### config.mk
export PLATFORM = sky130hd
export DESIGN_NAME = axis_output_packetizer
export DESIGN_NICKNAME = d
export VERILOG_FILES = /design/src/rtl/axis_output_packetizer.sv
export SDC_FILE = /design/constraint.sdc
export NUM_CORES = 1
export LEC_CHECK = 0
export ABC_AREA = 0
export CAP_MARGIN = 5
export CORE_MARGIN = 8
export CORE_UTILIZATION = 45
export CTS_CLUSTER_DIAMETER = 100
export DETAILED_ROUTE_END_ITERATION = 8
export PLACE_DENSITY = 0.74
export SLEW_MARGIN = 20
export SYNTH_ARGS = -nofsm -noshare
export SYNTH_HDL_FRONTEND = slang
export SYNTH_SLANG_ARGS = --single-unit
### constraint.sdc
create_clock -name aclk -period 6.6 [get_ports aclk]
set_clock_uncertainty 0.05 [all_clocks]
set_input_delay 1.32 -clock aclk [delete_from_list [all_inputs] [get_ports aclk]]
set_output_delay 1.32 -clock aclk [all_outputs]
set_load 0.01 [all_outputs]
### src/rtl/axis_output_packetizer.sv
// axis_output_packetizer: streams six header words then BRAM payload words on AXI4-Stream.
// PACKETIZER_CHECKSUM_EN appends a payload-sum trailer word carrying tlast.
module axis_output_packetizer #(
  parameter int DW         = 16,
  parameter int BRAM_COUNT = 8,
  parameter int ADDR_WIDTH = 9,
  parameter int BRAM_DEPTH = 512
) (
  input  logic                     aclk,
  input  logic                     aresetn,
  input  logic                     start,
  input  logic [DW-1:0]            header_word_0,
  input  logic [DW-1:0]            header_word_1,
  input  logic [DW-1:0]            header_word_2,
  input  logic [DW-1:0]            header_word_3,
  input  logic [DW-1:0]            header_word_4,
  input  logic [DW-1:0]            header_word_5,
  input  logic [2:0]               rd_bram_start,
  input  logic [2:0]               rd_bram_end,
  input  logic [15:0]              rd_addr_count,
  input  logic [BRAM_COUNT*DW-1:0] bram_rd_data_flat,
  output logic [ADDR_WIDTH-1:0]    bram_rd_addr,
  output logic                     bram_rd_en,
  output logic [DW-1:0]            m_axis_tdata,
  output logic                     m_axis_tvalid,
  input  logic                     m_axis_tready,
  output logic                     m_axis_tlast,
  output logic                     busy,
  output logic                     done,
  output logic                     error_range
);
  localparam logic [2:0] S_IDLE = 3'd0, S_HDR = 3'd1, S_PAY = 3'd2, S_TRL = 3'd3, S_FIN = 3'd4;
`ifdef PACKETIZER_CHECKSUM_EN
  localparam logic [2:0] S_NEXT = S_TRL;
  logic [DW-1:0] sum_q;
`else
  localparam logic [2:0] S_NEXT = S_FIN;
`endif
  logic [2:0] state_q, state_d, hidx_q, bram_q, end_q, infl_b_q;
  logic [DW-1:0] hdr_q [5];
  logic [DW-1:0] fifo_q [2];
  logic [DW-1:0] tdata_q, rdata, head;
  logic [15:0] addr_q, cnt_q;
  logic [19:0] total_q, beat_q;
  logic [3:0] nb;
  logic [1:0] occ_q;
  logic seq_q, infl_q, err_q, plast_q, tvalid_q, tlast_q, wp_q, rp_q;
  logic hs, bad, accept, issue, avail, load, pop, popf, push, last_hs, is_last, addr_last, bram_last;
  assign hs        = tvalid_q && m_axis_tready;
  assign bad       = rd_bram_start > rd_bram_end || 32'(rd_bram_end) >= BRAM_COUNT ||
                     rd_addr_count == 16'd0 || 32'(rd_addr_count) > BRAM_DEPTH;
  assign accept    = state_q == S_IDLE && start && !bad;
  // occupancy counts the FIFO plus the read in flight; the output register is the third slot
  assign issue     = seq_q && (occ_q == 2'd0 || (occ_q == 2'd1 && !infl_q));
  assign rdata     = bram_rd_data_flat[infl_b_q*DW +: DW];
  assign head      = occ_q != 2'd0 ? fifo_q[rp_q] : rdata;
  assign avail     = occ_q != 2'd0 || infl_q;
  assign load      = (state_q == S_HDR && hs && hidx_q == 3'd5) ||
                     (state_q == S_PAY && (!tvalid_q || m_axis_tready) && !plast_q);
  assign pop       = load && avail;
  assign popf      = pop && occ_q != 2'd0;
  assign push      = infl_q && !(pop && occ_q == 2'd0);
  assign last_hs   = state_q == S_PAY && hs && plast_q;
  assign is_last   = beat_q == total_q - 20'd1;
  assign addr_last = addr_q == cnt_q - 16'd1;
  assign bram_last = bram_q == end_q;
  assign nb        = 4'(rd_bram_end) - 4'(rd_bram_start) + 4'd1;
  assign bram_rd_en    = issue;
  assign bram_rd_addr  = addr_q[ADDR_WIDTH-1:0];
  assign m_axis_tdata  = tdata_q;
  assign m_axis_tvalid = tvalid_q;
  assign m_axis_tlast  = tlast_q;
  assign busy          = state_q != S_IDLE && state_q != S_FIN;
  assign done          = state_q == S_FIN || err_q;
  assign error_range   = err_q;
  always_comb begin
    state_d = state_q;
    if (accept) state_d = S_HDR;
    if (state_q == S_HDR && hs && hidx_q == 3'd5) state_d = S_PAY;
    if (last_hs) state_d = S_NEXT;
`ifdef PACKETIZER_CHECKSUM_EN
    if (state_q == S_TRL && hs) state_d = S_FIN;
`endif
    if (state_q == S_FIN) state_d = S_IDLE;
  end
  always_ff @(posedge aclk) begin
    if (!aresetn) begin
      state_q  <= S_IDLE;
      err_q    <= 1'b0;
      seq_q    <= 1'b0;
      infl_q   <= 1'b0;
      infl_b_q <= 3'd0;
      addr_q   <= 16'd0;
      bram_q   <= 3'd0;
      occ_q    <= 2'd0;
      wp_q     <= 1'b0;
      rp_q     <= 1'b0;
      tvalid_q <= 1'b0;
      tlast_q  <= 1'b0;
      tdata_q  <= '0;
      plast_q  <= 1'b0;
    end else begin
      state_q  <= state_d;
      err_q    <= state_q == S_IDLE && start && bad;
      infl_q   <= issue;
      infl_b_q <= bram_q;
      if (accept) begin
        hdr_q    <= '{header_word_1, header_word_2, header_word_3, header_word_4, header_word_5};
        end_q    <= rd_bram_end;
        cnt_q    <= rd_addr_count;
        total_q  <= 20'(nb) * 20'(rd_addr_count);
        bram_q   <= rd_bram_start;
        addr_q   <= 16'd0;
        seq_q    <= 1'b1;
        hidx_q   <= 3'd0;
        beat_q   <= 20'd0;
        plast_q  <= 1'b0;
        tvalid_q <= 1'b1;
        tlast_q  <= 1'b0;
        tdata_q  <= header_word_0;
`ifdef PACKETIZER_CHECKSUM_EN
        sum_q    <= '0;
`endif
      end
      if (issue) begin
        addr_q <= addr_last ? 16'd0 : addr_q + 16'd1;
        if (addr_last && bram_last) seq_q <= 1'b0;
        if (addr_last && !bram_last) bram_q <= bram_q + 3'd1;
      end
      if (push) begin
        fifo_q[wp_q] <= rdata;
        wp_q <= ~wp_q;
      end
      if (popf) rp_q <= ~rp_q;
      occ_q <= occ_q + 2'(push) - 2'(popf);
      if (state_q == S_HDR && hs && hidx_q != 3'd5) begin
        tdata_q <= hdr_q[0];
        hdr_q   <= '{hdr_q[1], hdr_q[2], hdr_q[3], hdr_q[4], hdr_q[4]};
        hidx_q  <= hidx_q + 3'd1;
      end
      if (load) begin
        tvalid_q <= avail;
        if (avail) begin
          tdata_q <= head;
          plast_q <= is_last;
          beat_q  <= beat_q + 20'd1;
`ifdef PACKETIZER_CHECKSUM_EN
          sum_q   <= sum_q + head;
`else
          tlast_q <= is_last;
`endif
        end
      end
`ifdef PACKETIZER_CHECKSUM_EN
      if (last_hs) begin
        tdata_q <= sum_q;
        tlast_q <= 1'b1;
      end
      if (state_q == S_TRL && hs) begin
        tvalid_q <= 1'b0;
        tlast_q  <= 1'b0;
      end
`else
      if (last_hs) begin
        tvalid_q <= 1'b0;
        tlast_q  <= 1'b0;
      end
`endif
    end
  end
endmodule
==> results of run 1 <==
## registers in the layout (all words and copies together) (netlist names), 3 cells and up, named ones only
register,count
addr_q,16
beat_q,20
bram_q,3
cnt_q,16
end_q,3
fifo_q,32
hdr_q,80
hidx_q,3
infl_b_q,3
m_axis_tdata,16
state_q,3
total_q,20
## cell usage in the layout, fill, tap and decap left out, drive strengths merged, types with 10 or more instances in the layout
cell type / n
buf: 24
xnor2: 46
clkbuf: 30
and3: 19
dfxtp: 52
clkinv: 10
fa: 29
inv: 80
mux2: 16
ha: 39
mux2i: 48
a21oi: 61
o22ai: 20
a211oi: 11
edfxtp: 174
nor2: 98
nor2b: 23
clkdlybuf4s50: 280
and2: 40
a22o: 67
xor2: 30
nand3: 32
mux4: 32
nand2: 68
nor3: 25
o21ai: 34
## power groups by stage
| stage | clock [mW] | combinational [mW] | sequential, mW |
|---|---|---|---|
| 6_report | 1.29 | 0.818 | 1.58 |
| 3_5_place_dp | 0 | 0.819 | 1.61 |
| 2_1_floorplan | 0 | 0.512 | 1.60 |
| 5_1_grt | 1.37 | 0.927 | 1.58 |
| 3_3_place_gp | 0 | 0.800 | 1.61 |
| 4_1_cts | 1.32 | 0.827 | 1.58 |
## kinds of logic after synthesis
kind of cell    after synthesis  share of synthesized area
simple gates                363                      0.140
compound gates              243                      0.125
flops                       226                      0.462
buf+inv                     144                     0.0435
mux                          96                      0.102
xor+xnor                     76                     0.0490
fa+ha+maj                    68                     0.0787
## worst max-delay path, cell delays in order
cell	delay [ps]
clkdlybuf4s50_1	480
inv_1	70
ha_1	300
inv_1	70
ha_1	130
inv_1	50
fa_1	420
xor2_1	210
nand2_1	110
fa_1	550
inv_1	60
fa_1	530
fa_1	470
a21o_1	190
a21oi_1	180
nor2b_1	90
o41ai_1	270
buf_4	190
o211ai_1	120
a31o_2	250
a21oi_1	160
xnor2_1	80
## metal layers
layer	vias to the layer above	global-route usage
li1	5004	-
met1	4995	0.233
met2	328	0.354
met3	59	0.0465
met4	0	0.0707
met5	-	0
## worst max-delay path by stage
| stage | from | endpoint | slack [ps] | cells after the start |
|---|---|---|---|---|
| finish | rd_bram_end[1] | total_q[18] | 500 | 22 |
| global route | rd_bram_end[1] | total_q[18] | 180 | 22 |
| CTS | rd_bram_end[1] | total_q[18] | 520 | 22 |
| detailed placement | rd_bram_end[1] | total_q[18] | 3 | 22 |
| global placement | rd_bram_end[1] | total_q[18] | 50 | 22 |
| floorplan | rd_bram_end[1] | total_q[18] | 340 | 21 |
## layout make-up
cell class                      instances  area share
Timing Repair Buffer                  304       0.170
Antenna cell                            3    0.000427
Tap cell                              390      0.0278
Clock inverter                         14     0.00670
Clock buffer                           30      0.0367
Sequential cell                       226       0.357
Inverter                               80      0.0171
Multi-Input combinational cell        846       0.385
## per-stage QoR
step / power (mW) / hold slack (ps) / worst slack, ps / utilization / std cells
after floorplan: 2.12 / 391 / 342 / - / 1216
after global placement: 2.41 / 397 / 51.5 / 0.567 / 1846
after detailed placement: 2.43 / 405 / 2.51 / 0.567 / 1846
after CTS: 3.72 / 414 / 523 / 0.592 / 1890
after global routing: 3.88 / 434 / 176 / 0.593 / 1893
final: 3.68 / 410 / 501 / 0.593 / 1893
==> flow_summary.toml, run 1 <==
[status]
status = "finished, final reports clean"

[critical_path]
cp-start-kind = "input port"
crit_path_end_kind = "register"
r2r_start = "cnt_q[0]"
r2r_slack_ps = 3170
r2r-end = "addr_q[15]"
critical_path_peak_fanout = 4
path_class = "in -> reg"
cp_data_arrival_time_ps = 6310
cp.required_ps = 6810
rr_worst_depth = 10

[route]
drt_iter0_markers = 729
met1_length_um = 14500
wl_met3_um = 2580
wl_per_cell_um = 19.5
route.detailed.drc = 0
ant_nets = 0
top_layer = "met4"
vias_per_cell = 5.49
routed_wl_um = 37000
num_vias = 10400
first_pass_iters = 5
wl_met2_um = 18700

[floorplan]
dieArea_um2 = 36000
start_util = 0.458
die_y_um = 190
core_um2 = 29600
dieWidth_um = 190
num_rows = 63
ioPinCount = 281

[synthesis]
async_flop_share = 0
synth_flop_cell = "edfxtp_1"
yosys.area.top_type = "edfxtp_1"
synth.distinct_cells = 71
synth-edff-count = 174
synth.avg_cell_area_um2 = 11.2
synth_nets = 1534
synth_area_um2 = 13600
synth-seq-area-share = 0.462
yosysWarnings = 0
synthesis.instances = 1216
synth_top_area_share = 0.385
synth_common_cells = "174 x edfxtp_1, 98 x nor2_1, 79 x inv_1"
ys_ff_latch = 226
ys_top_cells_by_area = "edfxtp_1 38%, dfxtp_1 7.7%, mux4_2 5.3%"
synthMostInstantiatedCell = "edfxtp_1"

[pwr]
power_density_nw_per_um2 = 210
switching_share = 0.256
p_switching_uw = 944
cell_internal_pwr_mw = 2.74
power_frac_clock = 0.349
seqPwrFrac = 0.429
p_leak_nw = 6.53
power_frac_comb = 0.222
ir_drop_v = 0.000166

[clocking]
cts-buffers-inserted = 24
cts_sinks = 226
ctsRootBufferMaster = "clkbuf_16"
post-cts-setup-buffers = 0
clock_path_buffers = 3
cts_hold_buffers = 0
insertion_delay_ps = 510
clkTransAtPathRegs_ps = 60
cts_htree_levels = 1
cts_resized = 0
cts_tree = "built"

[timing]
max_freq_mhz = 164
slew_headroom = 0.332
setup_viol = 0
final.min_clock_period_ps = 6100
hold_viol = 0
slew_violations = 0
tightest_slew_ps = 1000
period_share = 0.924
setup_tns_ps = 0
rsz0062_at_grt = "no"

[worst_hold_path]
holdPathEnd = "m_axis_tlast"
holdCritPathClass = "reg -> reg"
min_delay_path_depth = 2
worstHoldStart = "m_axis_tlast"

[cells_and_area]
nNetsFinal = 1800
multi_input_area_um2 = 6750
fillers = 2454
areaGrowthSynthToFinish_pct = 29.4
ff_latch_area_um2 = 6270
final_cell_area_um2 = 17600
drive_above_1_share = 0.0900

[placement]
dp_hpwl_um = 28700
port_buffers = 280
gp_congestion = 0.852
placed_cell_area_um2 = 16800

[grt]
grt_pass1_vias = 10600
grt_pass1_wl_um = 58000
track_usage = 0.199
antenna_found_initial = 3
overflow = 0
grt_max_degree = 100

[run]
max_cap_viol_count = 0
No activity file was read; power rests on OpenSTA's default activity.
==> run 2, diff against run 1 <==
- HOLD_SLACK_MARGIN: unset -> 0.1
==> results of run 2 <==
The final DEF is identical to that of run 1; final timing and power are the same.
==> patch 1: new RTL, flow settings as in run 2 <==
Change the parameter `BRAM_COUNT` from 8 to 16.
--- a/src/rtl/axis_output_packetizer.sv
+++ b/src/rtl/axis_output_packetizer.sv
@@ -4,3 +4,3 @@
   parameter int DW         = 16,
-  parameter int BRAM_COUNT = 8,
+  parameter int BRAM_COUNT = 16,
   parameter int ADDR_WIDTH = 9,
Ports: changed (resized bram_rd_data_flat); port bits go from 281 to 409. No check against the original RTL was run, so the function may have changed too.
==> patch 1 against run 2 <==
  * Clock power increased by 3%
  * Cell area decreased by 0.50%
  * Area after synthesis decreased by 0.34%
  * Core utilization is 0.30 points lower
  * Sequential share of layout area increased by 0.19 points
  * Count of clock-buffer cells in the layout is 6 higher
  * Synthesized cell count up 1.3%
  * Sequential cell count stayed put
  * Wire length up 0.64%
  * Largest power group unchanged
  * Setup slack gained 100 ps
  * Power up 1.2%
  * Critical path type unchanged
==> patch 1: results (changes against run 2) <==
Pleak: 6.08 nW (-6.8%)
Post-Synth XOR/XNOR Area: 0.0486 (-0.000480)
Proportion of cell area occupied by multi-input gates: 0.384 (-0.000437)
Complex-gate fraction of the synthesized area: 0.137 (+0.0121)
Mapped Cells: 1232 (+1.3%)
Worst EP arrival: 6210 ps (-100 ps)
Drt first-iter violations: 749 (+2.7%)
First-pass GRT wire length: 57.8 mm (-0.39%)
Mux cell area share after synthesis: 0.0829 (-0.0189)
Initial antenna violation count: 5 (+2)
Top post-synthesis cells by count: edfxtp_1, nand2_1, inv_1, nor2_1, a22o_1
Non-clk buf share: 0.169 (-0.00115)
Routed WL per cell: 19.6 um (+0.43%)
Share of cells above drive strength 1: 0.0912 (+0.00121)
Post-Syn Nets: 1678 (+9.4%)
Vias/cell: 5.59 (+1.9%)
Post-Place Setup Slack: 81.9 ps (+79.4 ps)
Rel. slew slack: 0.372 (+0.0395)
Ant diodes: 5 (+2)
Routed WL: 37.2 mm (+0.64%)
Met3 usage: 0.0384 (-0.00806)
Clkbuf count: 36 (+20%)
Multi-input gates: 862 (+1.9%)
Nonclk buf count: 300 (-1.3%)
Inverters, non-clock: 70 (-13%)
Synth unique cells: 76 (+7.0%)
Status: completed
Total Nets Final: 1930 (+7.2%)
Post-DP Area: 16700 um^2 (-0.71%)
Worst VDD drop: 134 uV (-19%)
Top post-synthesis cells by area: edfxtp_1, dfxtp_1, mux4_2, a22o_1, fa_1
RePlAce Congestion: 0.877 (+3.0%)
Cells after DPL: 1848 (+0.11%)
Cell-internal power: 0.00276 W (+1.0%)
Clock Network Area Fraction: 0.0447 (+0.00129)
Post-DP HPWL: 28.7 mm (+0.17%)
GRT Overall Usage: 0.199 (about the same)
==> patch 1: per-layer routing <==
layer	routed length (um)	up-vias
met3	2420	57
met1	15000	5131
met2	18700	361
li1	-	5059
met5	0	-
met4	1070	0
==> patch 1: power by group through the flow <==
stage / sequential [W] / clock, W / combinational (W)
finish: 0.00158 / 0.00133 / 0.000817
global route: 0.00158 / 0.00141 / 0.000927
CTS: 0.00158 / 0.00135 / 0.000824
detailed placement: 0.00161 / 0 / 0.000818
global placement: 0.00161 / 0 / 0.000795
floorplan: 0.00161 / 0 / 0.000510
==> patch 1: final timing paths <==
check / from / endpoint / slack [ps] / cells after the start
setup / recovery: rd_bram_end[1] / total_q[19] / 610 / 22
hold / removal: plast_q / plast_q / 450 / 2
setup reg to reg: total_q[0] / plast_q / 3370 / 8
hold reg to reg: plast_q / plast_q / 450 / 2
==> patch 2: new RTL, config.mk and constraints of run 2 <==
Made on the original files. Register the output `error_range` once more, with the module's reset; this adds one clock of latency there. The other outputs are not delayed to match.
--- a/src/rtl/axis_output_packetizer.sv
+++ b/src/rtl/axis_output_packetizer.sv
@@ -74,3 +74,9 @@
   assign done          = state_q == S_FIN || err_q;
-  assign error_range   = err_q;
+  always_ff @(posedge aclk) begin
+    if (!aresetn) begin
+      error_range <= '0;
+    end else begin
+      error_range <= err_q;
+    end
+  end
   always_comb begin
Behaviour: not the same (a bounded check fails within 4 cycles, from zero or initial values and one cycle with aresetn low).
==> patch 2 against run 2 <==
  * Register-to-register slack lost 430 ps
  * Worst hold slack gained 16 ps
  * Critical path depth grew 1
  * Power grew 2.7%
  * Synthesized cell count grew 1.6%
  * Via count grew 2.8%
  * Wire length grew 4.6%
  * Area after synthesis shrank 0.41%
  * Setup slack gained 27 ps
  * Cell area is essentially flat
  * Combinational power grew 3.5%
  * Cell count grew 1.1%
  * Sequential cell count grew 1
  * Sequential share of layout area grew 0.12 points
==> patch 2: results (changes against run 2) <==
Biggest cell delay along the critical path: 530 ps (-20 ps)
GR met1 Demand/Resource: 0.256 (+0.0234)
Sequential cell area share: 0.358 (+0.00124)
H-tree levels: 1 (unchanged)
Met2 GRT Util: 0.355 (+0.00183)
Non-clk buf share: 0.171 (+0.00133)
Final Util: 0.592 (about the same)
Slew @ Worst Pin: 1010 ps (+9.50 ps)
Multi-input logic area: 6690 um^2 (-1.0%)
Vias in the first global route: 10700 (+0.30%)
Share of cells above drive strength 1: 0.0913 (+0.00133)
Worst VDD drop: 176 uV (+6.3%)
Worst hold margin: 427 ps (+16.3 ps)
Total Nets Final: 1821 (+1.2%)
Inverters, non-clock: 76 (-5.0%)
Worst skew pair latency: 530 ps (+20 ps)
Worst EP arrival: 6300 ps (about the same)
Crit path time final: 6070 ps (-26.8 ps)
Clkbuf count: 38 (+27%)
Clock Network Area Fraction: 0.0456 (+0.00222)
Synth unique cells: 69 (-2.8%)
First-pass GRT wire length: 60.1 mm (+3.5%)
Routed wl met3: 2.69 mm (+4.2%)
RePlAce Congestion: 0.892 (+4.7%)
Post-Syn Nets: 1553 (+1.2%)
WL met2: 18.7 mm (about the same)
Sequential cell count: 227 (+0.44%)
Top post-synthesis cells by area: edfxtp_1, dfxtp_1, mux4_2, fa_1, a22o_1
Post-synthesis sequential area ratio: 0.465 (+0.00336)
Finished Layout Cells: 1914 (+1.1%)
Initial antenna violation count: 2 (-1)
Multi-input gates: 866 (+2.4%)
GRT Overall Usage: 0.209 (+0.00950)
Status: completed
Nonclk buf count: 307 (+0.99%)
Met3 usage: 0.0440 (-0.00254)
Post-DP Area: 16800 um^2 (-0.25%)
Drt first-iter violations: 802 (+10%)
Pleak: 6.55 nW (+0.27%)
Fillers: 2499 (+1.8%)
Worst-path fanout max: 14 (+10)
Top post-synthesis cells by count: edfxtp_1, nand2_1, nor2_1, inv_1, a21oi_1
Ant diodes: 2 (-1)
R2r setup slk: 2740 ps (-430 ps)
Post-Place Setup Slack: 0.568 ps (-1.94 ps)
Post-DP HPWL: 29.6 mm (+3.2%)
Cell-internal power: 0.00278 W (+1.7%)
TritonCTS buffer count: 25 (+4.2%)
Critical path's top delay family: adder cells
## patch 2: worst paths after layout
path | startpoint | end | depth (start not counted)
min | err_q | error_range | 1
min reg2reg | err_q | error_range | 1
max reg2reg | cnt_q[0] | addr_q[3] | 10
max | rd_bram_end[1] | total_q[19] | 23
## patch 2: cell families (layout without fill, tap and decap cells)
group | count (synthesis) | count (layout) | synth area share
muxes | 77 | 77 | 0.0883
adders and majority gates | 68 | 68 | 0.0790
buffers and inverters | 142 | 429 | 0.0432
other | 0 | 2 | 0
DFF | 227 | 227 | 0.465
xor gates and xnor gates | 72 | 72 | 0.0466
AOI/OAI and AO/OA | 249 | 249 | 0.126
and+or+nand+nor | 400 | 400 | 0.152
## patch 2: power groups by stage
stage	combinational (W)	clock (W)	sequential [W]
2_1_floorplan	0.000511	0	0.00161
3_3_place_gp	0.000811	0	0.00161
3_5_place_dp	0.000837	0	0.00162
4_1_cts	0.000843	0.00138	0.00158
5_1_grt	0.000941	0.00143	0.00159
6_report	0.000847	0.00135	0.00158
